--- src/rtl/ysyx_23060236_arbiter.sv ---
// ============================================================================
// ysyx_23060236_arbiter
// ----------------------------------------------------------------------------
// Purpose
//   Shares one AXI4-Lite-style downstream master port between two upstream
//   masters: the LSU (read and write channels) and the IFU (read channel
//   only). One whole transaction is granted at a time. Requests are sampled
//   only in IDLE, using fixed priority: LSU write, then LSU read, then IFU
//   read. While a master is granted, its channels are wired straight through
//   to the downstream port. The other master sees every ready/valid at 0,
//   so its request stalls until the next IDLE cycle.
//
// Ports
//   clock, reset          sole clock; synchronous active-high reset
//   ifu_ar*/ifu_r*        IFU read address / read data channels
//   lsu_ar*/lsu_r*        LSU read address / read data channels
//   lsu_aw*/lsu_w*/lsu_b* LSU write address / write data / write response
//   out_*                 downstream port toward memory / xbar
//   state_o               debug view of the grant FSM
//                         (0 IDLE, 1 IFU_RD, 2 LSU_RD, 3 LSU_WR)
//
// Handshake semantics
//   A transfer on any channel happens on the rising clock edge where both
//   valid and ready are high. A source holds valid, and keeps its payload
//   stable, until that edge. Ready may rise or fall freely. The arbiter never
//   creates or drops a transfer; it only gates which master's valid/ready
//   pair is connected to the downstream port.
// ============================================================================
module ysyx_23060236_arbiter (
    input  logic        clock,
    input  logic        reset,

    // IFU read address channel
    input  logic [31:0] ifu_araddr,
    input  logic        ifu_arvalid,
    output logic        ifu_arready,
    // IFU read data channel
    output logic [31:0] ifu_rdata,
    output logic [1:0]  ifu_rresp,
    output logic        ifu_rvalid,
    input  logic        ifu_rready,

    // LSU read address channel
    input  logic [31:0] lsu_araddr,
    input  logic [2:0]  lsu_arsize,
    input  logic        lsu_arvalid,
    output logic        lsu_arready,
    // LSU read data channel
    output logic [31:0] lsu_rdata,
    output logic [1:0]  lsu_rresp,
    output logic        lsu_rvalid,
    input  logic        lsu_rready,
    // LSU write address channel
    input  logic [31:0] lsu_awaddr,
    input  logic [2:0]  lsu_awsize,
    input  logic        lsu_awvalid,
    output logic        lsu_awready,
    // LSU write data channel
    input  logic [31:0] lsu_wdata,
    input  logic [3:0]  lsu_wstrb,
    input  logic        lsu_wvalid,
    output logic        lsu_wready,
    // LSU write response channel
    output logic [1:0]  lsu_bresp,
    output logic        lsu_bvalid,
    input  logic        lsu_bready,

    // Downstream read address channel
    output logic [31:0] out_araddr,
    output logic [2:0]  out_arsize,
    output logic        out_arvalid,
    input  logic        out_arready,
    // Downstream read data channel
    input  logic [31:0] out_rdata,
    input  logic [1:0]  out_rresp,
    input  logic        out_rvalid,
    output logic        out_rready,
    // Downstream write address channel
    output logic [31:0] out_awaddr,
    output logic [2:0]  out_awsize,
    output logic        out_awvalid,
    input  logic        out_awready,
    // Downstream write data channel
    output logic [31:0] out_wdata,
    output logic [3:0]  out_wstrb,
    output logic        out_wvalid,
    input  logic        out_wready,
    // Downstream write response channel
    input  logic [1:0]  out_bresp,
    input  logic        out_bvalid,
    output logic        out_bready,

    // Debug: current grant state
    output logic [1:0]  state_o
);

    // ------------------------------------------------------------------------
    // Grant states
    // ------------------------------------------------------------------------
    localparam logic [1:0] IDLE   = 2'd0;
    localparam logic [1:0] IFU_RD = 2'd1;
    localparam logic [1:0] LSU_RD = 2'd2;
    localparam logic [1:0] LSU_WR = 2'd3;

    // The IFU always fetches full 32-bit words.
    localparam logic [2:0] IFU_SIZE = 3'b010;

    logic [1:0] state_q;
    logic [1:0] state_d;

    // Completion events of the granted transaction. Each one is the final
    // handshake, so the cycle in which it fires is the last granted cycle.
    logic r_done;
    logic b_done;

    assign r_done = out_rvalid & out_rready;
    assign b_done = out_bvalid & out_bready;

    // ------------------------------------------------------------------------
    // Next-state logic
    // ------------------------------------------------------------------------
    always_comb begin
        state_d = state_q;
        case (state_q)
            IDLE: begin
                // A write may present W before AW, so either one starts it.
                if (lsu_awvalid | lsu_wvalid) begin
                    state_d = LSU_WR;
                end else if (lsu_arvalid) begin
                    state_d = LSU_RD;
                end else if (ifu_arvalid) begin
                    state_d = IFU_RD;
                end else begin
                    state_d = IDLE;
                end
            end
            IFU_RD, LSU_RD: begin
                if (r_done) begin
                    state_d = IDLE;
                end
            end
            LSU_WR: begin
                // AW and W may complete in any order and on any cycles.
                // Only B closes the write.
                if (b_done) begin
                    state_d = IDLE;
                end
            end
            default: state_d = IDLE;
        endcase
    end

    // ------------------------------------------------------------------------
    // State register: the only storage in the block
    // ------------------------------------------------------------------------
    always_ff @(posedge clock) begin
        if (reset) begin
            state_q <= IDLE;
        end else begin
            state_q <= state_d;
        end
    end

    assign state_o = state_q;

    // ------------------------------------------------------------------------
    // Channel routing
    //
    // Every output defaults to 0. This single default covers three cases:
    //   - IDLE drives all valids, readies and payloads low;
    //   - the non-granted master sees zero ready/valid;
    //   - the channels of the granted master that are unused in this
    //     transaction stay low.
    // ------------------------------------------------------------------------
    always_comb begin
        ifu_arready = 1'b0;
        ifu_rdata   = 32'd0;
        ifu_rresp   = 2'b00;
        ifu_rvalid  = 1'b0;

        lsu_arready = 1'b0;
        lsu_rdata   = 32'd0;
        lsu_rresp   = 2'b00;
        lsu_rvalid  = 1'b0;
        lsu_awready = 1'b0;
        lsu_wready  = 1'b0;
        lsu_bresp   = 2'b00;
        lsu_bvalid  = 1'b0;

        out_araddr  = 32'd0;
        out_arsize  = 3'b000;
        out_arvalid = 1'b0;
        out_rready  = 1'b0;
        out_awaddr  = 32'd0;
        out_awsize  = 3'b000;
        out_awvalid = 1'b0;
        out_wdata   = 32'd0;
        out_wstrb   = 4'h0;
        out_wvalid  = 1'b0;
        out_bready  = 1'b0;

        case (state_q)
            IFU_RD: begin
                out_araddr  = ifu_araddr;
                out_arsize  = IFU_SIZE;
                out_arvalid = ifu_arvalid;
                ifu_arready = out_arready;

                ifu_rdata   = out_rdata;
                ifu_rresp   = out_rresp;
                ifu_rvalid  = out_rvalid;
                out_rready  = ifu_rready;
            end
            LSU_RD: begin
                out_araddr  = lsu_araddr;
                out_arsize  = lsu_arsize;
                out_arvalid = lsu_arvalid;
                lsu_arready = out_arready;

                lsu_rdata   = out_rdata;
                lsu_rresp   = out_rresp;
                lsu_rvalid  = out_rvalid;
                out_rready  = lsu_rready;
            end
            LSU_WR: begin
                // AW and W are forwarded independently; the slave may
                // accept them in either order.
                out_awaddr  = lsu_awaddr;
                out_awsize  = lsu_awsize;
                out_awvalid = lsu_awvalid;
                lsu_awready = out_awready;

                out_wdata   = lsu_wdata;
                out_wstrb   = lsu_wstrb;
                out_wvalid  = lsu_wvalid;
                lsu_wready  = out_wready;

                lsu_bresp   = out_bresp;
                lsu_bvalid  = out_bvalid;
                out_bready  = lsu_bready;
            end
            default: begin
                // IDLE: everything stays at its zero default.
            end
        endcase
    end

endmodule
--- config.mk ---
export PLATFORM = sky130hd
export DESIGN_NAME = ysyx_23060236_arbiter
export DESIGN_NICKNAME = d
export VERILOG_FILES = /design/src/rtl/ysyx_23060236_arbiter.sv
export SDC_FILE = /design/constraint.sdc
export NUM_CORES = 1
export LEC_CHECK = 0
export ABC_AREA = 1
export BUFFER_PORTS_ARGS = -buffer_cell sky130_fd_sc_hd__buf_2
export CORE_AREA = 2 2 149 151
export DETAILED_ROUTE_END_ITERATION = 8
export DIE_AREA = 0 0 151 153
export GPL_ROUTABILITY_DRIVEN = 1
export PLACE_DENSITY = 0.43
export SLEW_MARGIN = 20
export SYNTH_ARGS = -nofsm -noshare
export SYNTH_HDL_FRONTEND = slang
export SYNTH_SLANG_ARGS = --single-unit
--- constraint.sdc ---
create_clock -name clock -period 2.96 [get_ports clock]
set_input_delay 0.74 -clock clock [delete_from_list [all_inputs] [get_ports clock]]
set_output_delay 0.74 -clock clock [all_outputs]
set_load 0.02 [all_outputs]
==> metrics, run 1 <==
Max clock buf depth=2; most frequent cell after synthesis=nand2_1; fillers=2565; Area contributors post-synth=nand2_1 45%, inv_1 31%, a21oi_1 9.1%; Non-Filler Cell Area, Final=0.00418 mm^2; Crit path largest cell delay=410 ps; Required @ worst endpoint=2220 ps; clk_lat worst skew=220 ps; Final min period=2500 ps; hold path cells=4; PwrDens=572 mW/mm^2; worst slew pin tran=366 ps; Die Ht=153 um; sequential element share of the synthesized area=2.09%; Post-synth top flop=dfxtp_1; Synth area leader=nand2_1; via count=3688; part of the cycle the worst path needs=84.3%; Total Routing Usage GR=8.69%; Synth-to-Final Area Change=118%; synthesized flop and latch total=2; critical path type=flop to output port; first-pass GRT wire length=16.3 mm; Worst Setup End Kind=output port; drt wl/cell=10.0 um; io pins=378; Worst Clk Skew=0.299 ps; hold_buf cts=0; Initial DRT Pass Iterations=4; Syn. warnings=0; status=completed; R2R cell count=10; vias per inst=3.33; TritonCTS Buffers=3; Avg Cell Area, Syn=4.09 um^2; CTS root buffer=clkbuf_16; Critical Path AT=1760 ps; Mapped Area=0.00192 mm^2; post-DP HPWL=9.49 mm; GRT Residual Overflow=0; DP Worst Slack=653 ps; Layout Utilization=19.4%; post-CTS setup buffer count=0; Cell Rows=54; RSZ-0062 raised after global routing=no; vias in the first global route=3291; leakage=3.67 nW; share of the synthesized area in the top cell type=45.2%; synthesized net count=661; final wirelength=11.1 mm; Starting Density=8.93%; Max-Cap Viols=0; initial antenna violation count=0; H-tree Lvls=1; CTS tree=yes; Final TNS setup=0 ps; final worst slack=464 ps; Largest register FFs=2; Total Nets Final=1021; Critical Path Slowest Stage Cell=ha_2; Worst slew margin=75.6%; Clock Sinks=2; Post-Synthesis Cells=469; Startpoint Class=flop; EDFF count, synth=0; stages on the worst setup path=6; Setup violations, final=0; ys async rst share=0%; IO Port Bufs=377; Die X=151 um; Tot Pwr=2.39 mW; RD Place Congestion=0.792; Crit path max-delay family=buffers and inverters; DRC Markers=0; Distinct cells, synth=12; peak supply drop=273 uV; Hold Vio Cnt, Final=0; Reg clk slew, reported paths=30 ps; Resize count post-CTS=0; DR iter-0 viols=129; core area=0.0215 mm^2; top cells by count, synth=231 x nand2_1, 160 x inv_1, 35 x a21oi_1, 22 x buf_2, 5 x nor2_1; crit path max fanout=51; Worst Path Buf+Inv=3; die area=0.0231 mm^2; Final Max Slew Viols=0; crit path cell chain=inv_1 > ha_2 > buf_12 > nand2_1 > a21oi_1 > buf_2; Fmax=401 MHz; Antenna Nets Post-Route=0; n_diodes=0; share of post-route cells with drive strength above 1=47.2%; Min-Delay Path Class=flop to flop; largest net degree at the start of global routing=81; Post-DP Area=0.00410 mm^2
## report_power, final
part | internal (mW) | switching (mW) | total [mW]
Sequential | 0.0387 | 0.0114 | 0.0502
Combinational | 0.669 | 1.47 | 2.14
Clock | 0.172 | 0.0305 | 0.202
Total | 0.880 | 1.51 | 2.39
## routing by layer
layer  part of all wire, %  vias to the layer above  global-route usage (%)
li1                      -                     1974                       -
met1                    39                     1542                    9.52
met2                    52                      166                    17.2
met3                   8.4                        6                    1.61
met4                  0.78                        0                    1.56
met5                     0                        -                       0
## cells in the final DEF (no fill, tap or decap), drive strengths merged
cell    instances
nand2         232
ha              4
a21oi          35
a31oi           2
buf           383
dfxtp           2
clkinv          1
nor2            5
clkbuf          3
inv           160
## final timing paths
kind	from	end	slack (ps)
worst max-delay path	state_o[0]	out_araddr[9]	460
worst min-delay path	state_o[0]	state_o[0]	630
worst max register to register	state_o[0]	state_o[0]	1210
worst min register to register	state_o[0]	state_o[0]	630
## through the flow
stage	instances	hold WS, ps
floorplan	469	663
global placement	1104	619
detailed placement	1104	626
CTS	1107	634
global route	1107	690
finish	1107	627
## layout make-up
class / count / area, um^2 / share of cell area, %
flip-flops and latches: 2 / 40.0 / 0.959
multi-input cells: 278 / 1140 / 27.2
repair buffers: 383 / 1970 / 47.2
clock buffers: 3 / 75.1 / 1.80
inverters: 161 / 604 / 14.5
well taps: 280 / 350 / 8.39
## kinds of logic after synthesis
group | count (synthesis) | synth area share, %
AO/OA/AOI/OAI | 37 | 9.78
AND/OR/NAND/NOR | 237 | 46.5
adder cells (fa/ha/maj) | 4 | 2.61
flip-flops | 2 | 2.09
buffers and inverters | 189 | 39.0
## worst register-to-register path, stage by stage, from the launching register on
cell	delay (ps)
dfxtp_1	320
inv_1	110
ha_2	410
buf_4	240
nand2_1	80
nand2_1	70
nand2_1	80
nand2_1	90
nand2_2	70
nor2_1	100
nor2_1	50
Note: power is estimated with default switching activity, not from simulation.
==> inputs of run 2 (changes only) <==
--- a/config.mk
+++ b/config.mk
@@ -7,11 +7,11 @@
 export LEC_CHECK = 0
 export ABC_AREA = 1
 export BUFFER_PORTS_ARGS = -buffer_cell sky130_fd_sc_hd__buf_2
-export CORE_AREA = 2 2 149 151
+export CORE_AREA = 2 2 146 148
 export DETAILED_ROUTE_END_ITERATION = 8
-export DIE_AREA = 0 0 151 153
+export DIE_AREA = 0 0 148 150
 export GPL_ROUTABILITY_DRIVEN = 1
-export PLACE_DENSITY = 0.43
+export PLACE_DENSITY = 0.45
 export SLEW_MARGIN = 20
 export SYNTH_ARGS = -nofsm -noshare
 export SYNTH_HDL_FRONTEND = slang
==> constraint.sdc (replaced) <==
create_clock -name clock -period 2.26 [get_ports clock]
set_input_delay 0.565 -clock clock [delete_from_list [all_inputs] [get_ports clock]]
set_output_delay 0.565 -clock clock [all_outputs]
set_load 0.02 [all_outputs]
==> run 2 against run 1 <==
Net effect:
- critical path type unchanged
- register-to-register slack worse by 430 ps
- sequential power is 55% higher
- critical path depth unchanged
- die area down 3.9%
- via count grew 0.95%
- power rose by 41%
- first-iteration DRC count grew 46%
- clock skew about the same
- largest cell class unchanged
- global-route usage is 0.067 points higher
- sequential share of layout area about the same
- clock power increased by 30%
==> metrics, run 2 (same netlist as run 1, synthesis figures left out) <==
GRT Residual Overflow=0 (unchanged); Total Routing Usage GR=8.76% (was 8.69%); n_diodes=0 (unchanged); PwrDens=784 mW/mm^2 (was 572 mW/mm^2); CTS tree=yes (unchanged); Hold Vio Cnt, Final=0 (unchanged); DP Worst Slack=230 ps (was 653 ps); DR iter-0 viols=188 (was 129); Starting Density=9.27% (was 8.93%); crit path max fanout=35 (was 51); worst slew pin tran=277 ps (was 366 ps); peak supply drop=386 uV (was 273 uV); vias in the first global route=3182 (was 3291); largest net degree at the start of global routing=68 (was 81); Die X=148 um (was 151 um); Critical Path AT=1580 ps (was 1760 ps); post-CTS setup buffer count=0 (unchanged); Max-Cap Viols=0 (unchanged); drt wl/cell=10.3 um (was 10.0 um); clk_lat worst skew=220 ps (about the same); RD Place Congestion=0.761 (was 0.792); share of post-route cells with drive strength above 1=48.1% (was 47.2%); TritonCTS Buffers=3 (unchanged); Initial DRT Pass Iterations=6 (was 4); core area=0.0207 mm^2 (was 0.0215 mm^2); part of the cycle the worst path needs=94.9%; IO Port Bufs=377 (unchanged); Reg clk slew, reported paths=30 ps (about the same); vias per inst=3.36 (was 3.33); Synth-to-Final Area Change=125% (was 118%); first-pass GRT wire length=15.7 mm (was 16.3 mm); Largest register FFs=2 (unchanged); Min-Delay Path Class=input pin to flop (was flop to flop); most frequent cells in the layout=367 x buf_2, 231 x nand2_1, 158 x inv_1 (was 377 x buf_2, 231 x nand2_1, 160 x inv_1); final wirelength=11.4 mm (was 11.1 mm); most common cell after layout, fill and taps aside=buf_2 (unchanged); Total Nets Final=1026 (was 1021); H-tree Lvls=1 (unchanged); Die Ht=150 um (was 153 um); final worst slack=116 ps (was 464 ps); Final min period=2140 ps; Required @ worst endpoint=1690 ps (was 2220 ps); post-DP HPWL=9.20 mm (was 9.49 mm); leakage=3.71 nW (was 3.67 nW); Worst slew margin=81.6% (was 75.6%); Final Max Slew Viols=0 (unchanged); Setup violations, final=0 (unchanged); Max clock buf depth=2 (unchanged); critical path type=flop to output port (unchanged); Fmax=466 MHz; CTS root buffer=clkbuf_16 (unchanged); Post-DP Area=0.00412 mm^2 (was 0.00410 mm^2); hold_buf cts=0 (unchanged); Non-Filler Cell Area, Final=0.00431 mm^2 (was 0.00418 mm^2); Worst Setup End Kind=output port (unchanged); die area=0.0222 mm^2 (was 0.0231 mm^2); status=completed (unchanged); Tot Pwr=3.38 mW (was 2.39 mW); Antenna Nets Post-Route=0 (unchanged); Cell Rows=53 (was 54); via count=3723 (was 3688); Startpoint Class=flop (unchanged); initial antenna violation count=0 (unchanged); Worst Clk Skew=0.696 ps (was 0.299 ps); DRC Markers=0 (unchanged); Clock Sinks=2 (unchanged); io pins=378 (unchanged); RSZ-0062 raised after global routing=yes (was no)
==> run 2: stage by stage <==
stage | setup TNS [ps] | util (%) | hold WS, ps | std cells
floorplan | 0 | - | 663 | 469
CTS | 0 | 20.3 | 610 | 1105
global route | -33.2 | 20.8 | 632 | 1107
finish | 0 | 20.8 | 596 | 1107
detailed placement | 0 | 19.9 | 646 | 1102
global placement | 0 | 19.9 | 621 | 1102
==> run 2: report_power, final <==
| group | total (mW) | switching, mW | internal, mW |
|---|---|---|---|
| logic | 3.03 | 2.00 | 1.04 |
| clock network | 0.263 | 0.0384 | 0.225 |
| registers | 0.0778 | 0.0237 | 0.0541 |
| total | 3.38 | 2.06 | 1.32 |
==> run 2: routing by layer <==
| metal | vias up | wire, um | global-route usage (%) |
|---|---|---|---|
| met2 | 170 | 5780 | 16.5 |
| met1 | 1562 | 4710 | 10.3 |
| met4 | 0 | 63 | 1.33 |
| met5 | - | 0 | 0 |
| li1 | 1987 | - | - |
| met3 | 4 | 849 | 1.89 |
==> run 2: worst paths after layout <==
kind                    to       start  slack, ps  cells after the start
max          out_araddr[6]  state_o[0]        120                      6
min             state_o[0]       reset        600                      4
max reg2reg     state_o[1]  state_o[1]        780                     11
min reg2reg     state_o[1]  state_o[1]        620                      4
==> run 2: cell type report <==
type / instances / area [um^2]
Sequential cell: 2 / 42.5
Timing Repair Buffer: 388 / 2080
Fill cell: 2453 / 16400
Clock buffer: 3 / 75.1
Inverter: 161 / 604
Tap cell: 275 / 344
Multi-Input combinational cell: 278 / 1160
==> run 2: worst max-delay path, cell delays in order (launching register included) <==
cell and delay, ps:
dfxtp_2 370, inv_2 80, ha_1 300, clkinv_1 100, buf_12 180, a21oi_2 150
buf_4 160
==> run 2: timing repair <==
item | in CTS | in global routing
pin swaps | 0 | 0
gates cloned | 0 | 2
setup endpoints to repair | 1 | 45
resized for setup | 1 | 19
